<file path="src/rtl/pgm_loader.sv">
// Byte-stream program loader: parses A5-framed words and writes them into the
// CPU program RAM with slow pg_wr strobes. Define PGM_LOADER_CHECKSUM_EN to add a trailing checksum check.
module pgm_loader #(
  parameter int unsigned MEM_SIZE = 255,
  parameter int unsigned HOLD     = 4
) (
  input  logic        clk,
  input  logic        rst,
  input  logic [7:0]  rx_data,
  input  logic        rx_valid,
  output logic        rx_ready,
  input  logic        abort,
  output logic        pgm,
  output logic [15:0] pgm_addr,
  output logic [15:0] pgm_data,
  output logic        pg_wr,
  output logic        cpu_halt,
  output logic        done,
  output logic        error
);

  localparam int unsigned AW = 16;
  localparam int unsigned DW = 16;
  localparam int unsigned BW = 8;
  localparam int unsigned CW = 4;
  localparam int unsigned IW = 2;

  typedef enum logic [2:0] {
    IDLE, HDR, DATA, STROBE, GAP, DONE, ERR
`ifdef PGM_LOADER_CHECKSUM_EN
    , CSUM
`endif
  } state_t;

  state_t         state_q, state_d;
  logic [IW-1:0]  hdr_idx_q, hdr_idx_d;
  logic           lo_phase_q, lo_phase_d;
  logic [BW-1:0]  hi_byte_q, hi_byte_d;
  logic [DW-1:0]  remain_q, remain_d;
  logic [CW-1:0]  hold_q, hold_d;
  logic [AW-1:0]  addr_d;
  logic [DW-1:0]  data_d;
  logic           pg_wr_d, pgm_d, rx_ready_d, done_d, error_d;
`ifdef PGM_LOADER_CHECKSUM_EN
  logic [DW-1:0]  csum_q, csum_d;
`endif

  logic           xfer;
  logic [DW-1:0]  word;
  logic [AW:0]    end_addr;

  assign xfer     = rx_valid && rx_ready;
  assign word     = {hi_byte_q, rx_data};
  // 17-bit last-address of the frame so base+N-1 cannot silently wrap
  assign end_addr = {1'b0, pgm_addr} + {1'b0, word} - (AW+1)'(1);
  assign cpu_halt = pgm;

  // Next-state and datapath
  always_comb begin
    state_d    = state_q;
    hdr_idx_d  = hdr_idx_q;
    lo_phase_d = lo_phase_q;
    hi_byte_d  = hi_byte_q;
    remain_d   = remain_q;
    hold_d     = hold_q;
    addr_d     = pgm_addr;
    data_d     = pgm_data;
`ifdef PGM_LOADER_CHECKSUM_EN
    csum_d     = csum_q;
`endif

    if (abort) begin
      state_d    = IDLE;
      hdr_idx_d  = '0;
      lo_phase_d = 1'b0;
      hold_d     = '0;
    end else begin
      case (state_q)
        IDLE: begin
          if (xfer && rx_data == 8'hA5) begin
            state_d   = HDR;
            hdr_idx_d = '0;
`ifdef PGM_LOADER_CHECKSUM_EN
            csum_d    = '0;
`endif
          end
        end
        HDR: begin
          if (xfer) begin
            hdr_idx_d = hdr_idx_q + IW'(1);
            case (hdr_idx_q)
              2'd0:    hi_byte_d = rx_data;
              2'd1:    addr_d    = word;
              2'd2:    hi_byte_d = rx_data;
              default: begin
                remain_d   = word;
                lo_phase_d = 1'b0;
                if (word == '0)                      state_d = DONE;
                else if (end_addr > (AW+1)'(MEM_SIZE)) state_d = ERR;
                else                                 state_d = DATA;
              end
            endcase
          end
        end
        DATA: begin
          if (xfer) begin
            if (!lo_phase_q) begin
              hi_byte_d  = rx_data;
              lo_phase_d = 1'b1;
            end else begin
              data_d     = word;
              lo_phase_d = 1'b0;
              hold_d     = '0;
              state_d    = STROBE;
`ifdef PGM_LOADER_CHECKSUM_EN
              csum_d     = csum_q + word;
`endif
            end
          end
        end
        STROBE: begin
          if (hold_q == CW'(HOLD - 1)) begin
            hold_d  = '0;
            state_d = GAP;
          end else begin
            hold_d  = hold_q + CW'(1);
          end
        end
        GAP: begin
          if (hold_q == CW'(HOLD - 1)) begin
            hold_d   = '0;
            addr_d   = pgm_addr + AW'(1);
            remain_d = remain_q - DW'(1);
            if (remain_q == DW'(1)) begin
`ifdef PGM_LOADER_CHECKSUM_EN
              state_d = CSUM;
`else
              state_d = DONE;
`endif
            end else begin
              state_d = DATA;
            end
          end else begin
            hold_d = hold_q + CW'(1);
          end
        end
`ifdef PGM_LOADER_CHECKSUM_EN
        CSUM: begin
          if (xfer) begin
            if (!lo_phase_q) begin
              hi_byte_d  = rx_data;
              lo_phase_d = 1'b1;
            end else begin
              lo_phase_d = 1'b0;
              state_d    = (word == csum_q) ? DONE : ERR;
            end
          end
        end
`endif
        DONE:    state_d = IDLE;
        ERR:     state_d = ERR;
        default: state_d = IDLE;
      endcase
    end

    // Outputs decoded from the next state so they register alongside it
    pg_wr_d    = (state_d == STROBE);
    done_d     = (state_d == DONE);
    error_d    = (state_d == ERR);
    pgm_d      = (state_d == HDR) || (state_d == DATA) ||
                 (state_d == STROBE) || (state_d == GAP);
    rx_ready_d = (state_d == IDLE) || (state_d == HDR) || (state_d == DATA);
`ifdef PGM_LOADER_CHECKSUM_EN
    pgm_d      = pgm_d || (state_d == CSUM);
    rx_ready_d = rx_ready_d || (state_d == CSUM);
`endif
  end

  // State and output registers
  always_ff @(posedge clk or negedge rst) begin
    if (!rst) begin
      state_q    <= IDLE;
      hdr_idx_q  <= '0;
      lo_phase_q <= 1'b0;
      hi_byte_q  <= '0;
      remain_q   <= '0;
      hold_q     <= '0;
      pgm_addr   <= '0;
      pgm_data   <= '0;
      pg_wr      <= 1'b0;
      pgm        <= 1'b0;
      done       <= 1'b0;
      error      <= 1'b0;
      rx_ready   <= 1'b1;
`ifdef PGM_LOADER_CHECKSUM_EN
      csum_q     <= '0;
`endif
    end else begin
      state_q    <= state_d;
      hdr_idx_q  <= hdr_idx_d;
      lo_phase_q <= lo_phase_d;
      hi_byte_q  <= hi_byte_d;
      remain_q   <= remain_d;
      hold_q     <= hold_d;
      pgm_addr   <= addr_d;
      pgm_data   <= data_d;
      pg_wr      <= pg_wr_d;
      pgm        <= pgm_d;
      done       <= done_d;
      error      <= error_d;
      rx_ready   <= rx_ready_d;
`ifdef PGM_LOADER_CHECKSUM_EN
      csum_q     <= csum_d;
`endif
    end
  end

endmodule

</file>
<file path="config.mk">
export PLATFORM = sky130hd
export DESIGN_NAME = pgm_loader
export DESIGN_NICKNAME = d
export VERILOG_FILES = /design/src/rtl/pgm_loader.sv
export SDC_FILE = /design/constraint.sdc
export NUM_CORES = 1
export LEC_CHECK = 0
export BUFFER_PORTS_ARGS = -buffer_cell sky130_fd_sc_hd__buf_4
export CORE_MARGIN = 5
export CORE_UTILIZATION = 35
export CTS_CLUSTER_DIAMETER = 60
export DETAILED_ROUTE_END_ITERATION = 6
export MAX_ROUTING_LAYER = met4
export PLACE_DENSITY = 0.55
export SYNTH_ARGS = -nofsm -noshare
export SYNTH_HDL_FRONTEND = slang
export SYNTH_SLANG_ARGS = --single-unit
</file>
<file path="constraint.sdc">
create_clock -name clk -period 4.02 [get_ports clk]
set_input_delay 0.402 -clock clk [delete_from_list [all_inputs] [get_ports clk]]
set_output_delay 0.402 -clock clk [all_outputs]
set_load 0.005 [all_outputs]
</file>
=== Word level (Yosys, flattened, before mapping) ===
Cells that the tools add are included.

* $lt $le $gt $ge: 1
* Bitwise gates (word level): 1
* Reduce and logical (&&, ||, !) cells: 26
* Equality and inequality tests: 28
* Multiplexer cells: 40
* Add/subtract/negate cells: 6

{| class="wikitable"
|+ Operators by type and width
! kind !! count
|-
| $mux 16 || 6
|-
| $pmux 16 s2 || 2
|-
| $mux 3 || 11
|-
| $mux 8 || 4
|-
| $pmux 3 s6 || 1
|-
| $add 16x16->17 || 1
|-
| $gt 17x8->1 const B || 1
|-
| $sub 17x1->17 const B || 1
|-
| $add 16x1->16 const B || 1
|-
| $eq 16x1->1 const B || 1
|-
| $logic_not 16->1 || 1
|-
| $mux 4 || 4
|-
| $pmux 8 s2 || 1
|-
| $sub 16x1->16 const B || 1
|-
| $eq 3x3->1 const B || 5
|-
| $ne 3x3->1 const B || 5
|-
| $ne 2x2->1 const B || 7
|-
| $eq 3x2->1 const B || 4
|-
| $reduce_and 5->1 || 2
|-
| $reduce_bool 3->1 || 3
|-
| $eq 8x8->1 const B || 1
|-
| $pmux 4 s2 || 1
|-
| $reduce_and 4->1 || 2
|-
| $eq 3x1->1 const B || 2
|-
| 19 further kinds || 34
|}

* Input bits: 12
* Word-level logic and storage cells: 115
* Output and inout port bits: 38
* Register bits after elaboration: 71

=== Depth between registers and ports, before layout ===
* Word-level depth: 13
* Gate-level depth with buffers: 14
* Depth with buffers taken out: 14

=== Least setup slack after synthesis ===
OpenSTA, ideal clock, no wires.

* Path kind: reg-to-reg
* Start: register pgm_addr[2]
* End: register pgm (netlist: cpu_halt)
* Required time: 3.895 ns
* Data arrival time: 2.989 ns
* Setup slack: 0.906 ns
* Buffers on the path: 0
* Clock period less this slack: 3.114 ns
* Stages on the path, launching flop included: 13
* Library setup time: 0.125 ns
* Path through: dfrtp_1 > inv_1 > ha_1 > inv_1 > ha_1 > a211oi_2 > o21ai_1 > a31oi_1 > mux2_1 > nand4_1 > or4_1 > o31a_1 > mux2_4

* Word-level cells in the longest chain between the ends: 13
* Elaborated cells between the ends (all ways): 16
* Those cells by class: 2 x add/sub; 1 x order compare; 4 x eq/ne; 6 x mux; 3 x reduce/logical

{| class="wikitable"
|+ RTL lines
! item !! line !! RTL
|-
| from (decl) || 14 || <nowiki>output logic [15:0] pgm_addr,</nowiki>
|-
| from (signal assigned) || 205 || <nowiki>pgm_addr <= addr_d;</nowiki>
|-
| $add 16x16->17 * || 55 || <nowiki>assign end_addr = {1'b0, pgm_addr} + {1'b0, word} - (AW+1)'(1);</nowiki>
|-
| $sub 17x1->17 * || 55 ||
|-
| $gt 17x8->1 * || 99 || <nowiki>else if (end_addr > (AW+1)'(MEM_SIZE)) state_d = ERR;</nowiki>
|-
| $mux 3 * || 99 ||
|-
| $mux 3 * || 98 || <nowiki>if (word == '0) state_d = DONE;</nowiki>
|-
| $mux 3 * || 91 || <nowiki>case (hdr_idx_q)</nowiki>
|-
| $mux 3 * || 89 || <nowiki>if (xfer) begin</nowiki>
|-
| $pmux 3 s6 * || 78 || <nowiki>case (state_q)</nowiki>
|-
| $mux 3 * || 72 || <nowiki>if (abort) begin</nowiki>
|-
| $eq 3x1->1 or $eq 3x2->1 (tied branches) || 170 || <nowiki>pgm_d = (state_d == HDR) || (state_d == DATA) ||</nowiki>
|-
| $logic_or 1x1->1 (2 in series) || 170 ||
|-
| $logic_or 1x1->1 * || 171 || <nowiki>(state_d == STROBE) || (state_d == GAP);</nowiki>
|-
| named net pgm_d || 43 || <nowiki>logic pg_wr_d, pgm_d, rx_ready_d, done_d, error_d;</nowiki>
|-
| to (signal assigned) || 208 || <nowiki>pgm <= pgm_d;</nowiki>
|-
| to (decl) || 13 || <nowiki>output logic pgm,</nowiki>
|}

Mark *: on every way through the listed nets, which the timed path passes. The rest lies on a longest branch.
A chain may end at the register's enable or synchronous reset.

=== Final worst setup path ===
* Start: register hi_byte_q[0]
* End: register pgm (netlist: cpu_halt)

* Word-level cells in the longest chain between the ends: 13
* Elaborated cells between the ends (all ways): 17
* Those cells by class: 2 x add/sub; 1 x order compare; 4 x eq/ne; 6 x mux; 4 x reduce/logical

{| class="wikitable"
|+ RTL lines
! item !! line !! RTL
|-
| from (decl) || 38 || <nowiki>logic [BW-1:0] hi_byte_q, hi_byte_d;</nowiki>
|-
| from (signal assigned) || 202 || <nowiki>hi_byte_q <= hi_byte_d;</nowiki>
|-
| $add 16x16->17 || 55 ||
|-
| $sub 17x1->17 || 55 ||
|-
| $gt 17x8->1 || 99 ||
|-
| $mux 3 || 99 ||
|-
| $mux 3 * || 98 ||
|-
| $mux 3 * || 91 ||
|-
| $mux 3 * || 89 ||
|-
| $pmux 3 s6 * || 78 ||
|-
| $mux 3 * || 72 ||
|-
| $eq 3x1->1 or $eq 3x2->1 (tied branches) || 170 ||
|-
| $logic_or 1x1->1 (2 in series) || 170 ||
|-
| $logic_or 1x1->1 * || 171 ||
|-
| named net pgm_d || 43 ||
|}

Marked as above.

==> run summary <==
outcome -> complete, no violations
Fmax -> 289 MHz
fill count -> 1394
Leakage -> 0.00263 µW
Routed WL -> 14100 µm
Mapped Cells -> 611
vias in the first global route -> 4287
Mapped Avg Cell Area -> 7.85 µm²
die area -> 16100 µm²
# DRC -> 0
cts hold-fix bufs -> 0
number of synthesized flops with an enable pin -> 0
Power Dens Cells -> 339 nW/µm²
#FFs+latches synth -> 71
Final Hold Viols -> 0
register area -> 1780 µm²
arrival time worst endpoint -> 3.68 ns
Clk pin slew, worst setup/hold paths -> 0.06 ns
CTS tree -> done
crit path max fanout -> 9
PostCTS Resize Cnt -> 0
Slew Limit Fails -> 0
worst hold slack -> 0.192 ns
first-pass GRT wire length -> 22600 µm
RSZ-0062 raised after global routing -> no
Non-Filler Instances -> 831
setup TNS -> 0 ns
Worst Setup End Kind -> flip-flop
Placed Cells incl. Taps -> 815
final critical-path required period -> 3.46 ns
Slew Limit Headroom -> 0.336
Reg2Reg Setup Slack -> 0.56 ns
clock latency at the later pin of the worst-skew pair -> 0.35 ns
post-synthesis sequential area ratio -> 0.371
H-tree depth -> 3
Vias/cell -> 5.59
routed length per instance -> 17.0 µm
Area growth syn-to-layout -> 17.2%
Final Cycle Share -> 0.861
initial antenna violation count -> 0
I/O pin count -> 50
synthesized area -> 4800 µm²
Clock Skews -> 0.0111 ns
leading area contributor after synthesis -> dfrtp_1
slew at the pin with the worst max-slew slack -> 0.996 ns
GR Util All Layers -> 0.182
R2R depth -> 12
CTS Buffer Depth -> 2
area of the multi-input gates -> 2640 µm²
row cnt -> 42
CTS buffer count -> 9
Final ANT Viol Nets -> 0
TritonRoute pass-1 iters -> 6
Synthesized Nets -> 663
grt total ovfl -> 0
Cell variety after synth -> 53
Setup violations, final -> 0
Via Count -> 4649
dpl hpwl -> 10500 µm
CP Launch Type -> flip-flop
Max VDD drop -> 0.000181 V
Crit Path Class -> flip-flop to flip-flop
share of the synthesized area in the top cell type -> 0.365
Die W -> 127 µm
Post-CTS Setup Inserts -> 0
Final nets -> 702
initial DRC count -> 461
WP data required -> 4.24 ns
worst hold path class -> primary input to asynchronous set/reset pin
CTS root buf -> clkbuf_16
Reg-to-Reg End -> cpu_halt$_DFF_PN0_
Clock Sinks -> 71
layout cell share with drive strength beyond 1 -> 0.119
Buffers on Ports -> 49
pin count of the biggest net entering global routing -> 72
synth top area cells -> dfrtp_1 (37%), ha_1 (10%), o21ai_0 (7.4%), a21oi_1 (6.8%), inv_1 (5.7%)
Max Cap Viol -> 0
# diodes -> 0
Post-synth top flop -> dfrtp_1
routability cong. -> 0.917
ys async rst share -> 1.00
Initial Util -> 0.359
Reg2Reg Launch Point -> hi_byte_q[0]$_DFFE_PN0P_
Die Y -> 127 µm
warnings from Yosys -> 0
core area -> 13300 µm²
-- routing by layer --
metal | GRT usage | vias up | part of all wire
li1 | - | 2231 | -
met3 | 0.0455 | 14 | 0.067
met5 | - | - | 0
met4 | 0.0562 | 0 | 0.016
met1 | 0.246 | 2235 | 0.46
met2 | 0.272 | 169 | 0.46
-- synth_stat cells (3+ instances only) --
library cell,instances
nor2_1,39
a21o_1,7
nand2_1,73
nor3_1,18
o211ai_1,4
dfrtp_1,70
o22ai_1,10
ha_1,39
a31oi_1,6
a21oi_1,65
nand4_1,9
nor4_1,14
nand3_1,17
nand2b_1,5
a32oi_1,3
clkbuf_1,22
a22oi_1,9
o31ai_1,3
o21ai_0,71
or4_1,4
nor2b_1,6
inv_1,73
-- worst max-delay path by stage --
stage | start | to | depth (start not counted)
final | hi_byte_q[0]$_DFFE_PN0P_ | cpu_halt$_DFF_PN0_ | 12
after global routing | hi_byte_q[0]$_DFFE_PN0P_ | cpu_halt$_DFF_PN0_ | 12
after CTS | hi_byte_q[0]$_DFFE_PN0P_ | cpu_halt$_DFF_PN0_ | 12
after detailed placement | rx_data[2] | cpu_halt$_DFF_PN0_ | 13
after global placement | rx_data[2] | cpu_halt$_DFF_PN0_ | 13
after floorplan | rx_data[1] | cpu_halt$_DFF_PN0_ | 14
-- critical path: stages (launching register included) --
cell,delay (ns)
dfrtp_1,0.39
inv_1,0.11
ha_1,0.28
inv_1,0.05
ha_1,0.44
o21ai_1,0.13
or2_2,0.35
nand4_1,0.10
mux2_1,0.13
nand4_1,0.11
or4_1,0.59
o31a_1,0.35
mux2_4,0.30
-- stage by stage --
step,total power [µW],instance area (µm²),utilization,setup WS (ns)
finish,1900,5620,0.421,0.559
CTS,1930,5620,0.421,0.594
detailed placement,1100,5320,0.399,0.531
global route,2000,5620,0.421,0.394
floorplan,991,4800,-,0.906
global placement,1100,5320,0.399,0.555
-- registers in the layout (all words and copies together) (netlist names) --
name	flops
error	1
rx_ready	1
hdr_idx_q	2
done	1
pgm_addr	16
lo_phase_q	1
hold_q	4
remain_q	16
cpu_halt	1
state_q	3
pgm_data	16
hi_byte_q	8
pg_wr	1
-- layout make-up --
class,instances,share of cell area
well taps,176,0.0392
multi-input cells,440,0.470
clock buffers,10,0.0425
flip-flops and latches,71,0.316
clock inverters,6,0.0107
repair buffers,54,0.0721
inverters,74,0.0494
-- cells in the final DEF, fill, tap and decap left out, drive strengths merged, types with 3 or more instances in the layout --
cell type / synthesis / final
inv: 73 / 73
nand2: 73 / 73
o21ai: 73 / 73
dfrtp: 70 / 70
a21oi: 65 / 65
buf: 4 / 54
ha: 39 / 39
nor2: 39 / 39
nor3: 18 / 18
nand3: 17 / 17
nor4: 14 / 14
o22ai: 10 / 10
clkbuf: 22 / 10
nand4: 9 / 9
a22oi: 9 / 9
a21o: 7 / 7
nor2b: 6 / 6
a31oi: 6 / 6
nand2b: 5 / 5
or4: 4 / 4
o211ai: 4 / 4
clkinv: 1 / 4
o31ai: 3 / 3
a32oi: 3 / 3
-- cells by family after synthesis --
group | after synthesis | synth area share
compound gates | 197 | 0.238
xor+xnor | 2 | 0.00365
fa+ha+maj | 40 | 0.106
buf+inv | 100 | 0.0803
flops | 71 | 0.371
mux | 4 | 0.00965
simple gates | 197 | 0.192
-- report_power, final --
group | internal, µW | switching, µW | total (µW)
Clock | 494 | 321 | 815
Combinational | 132 | 207 | 338
Sequential | 732 | 19.5 | 751
Total | 1360 | 547 | 1900
No activity file was read; power rests on OpenSTA's default activity.
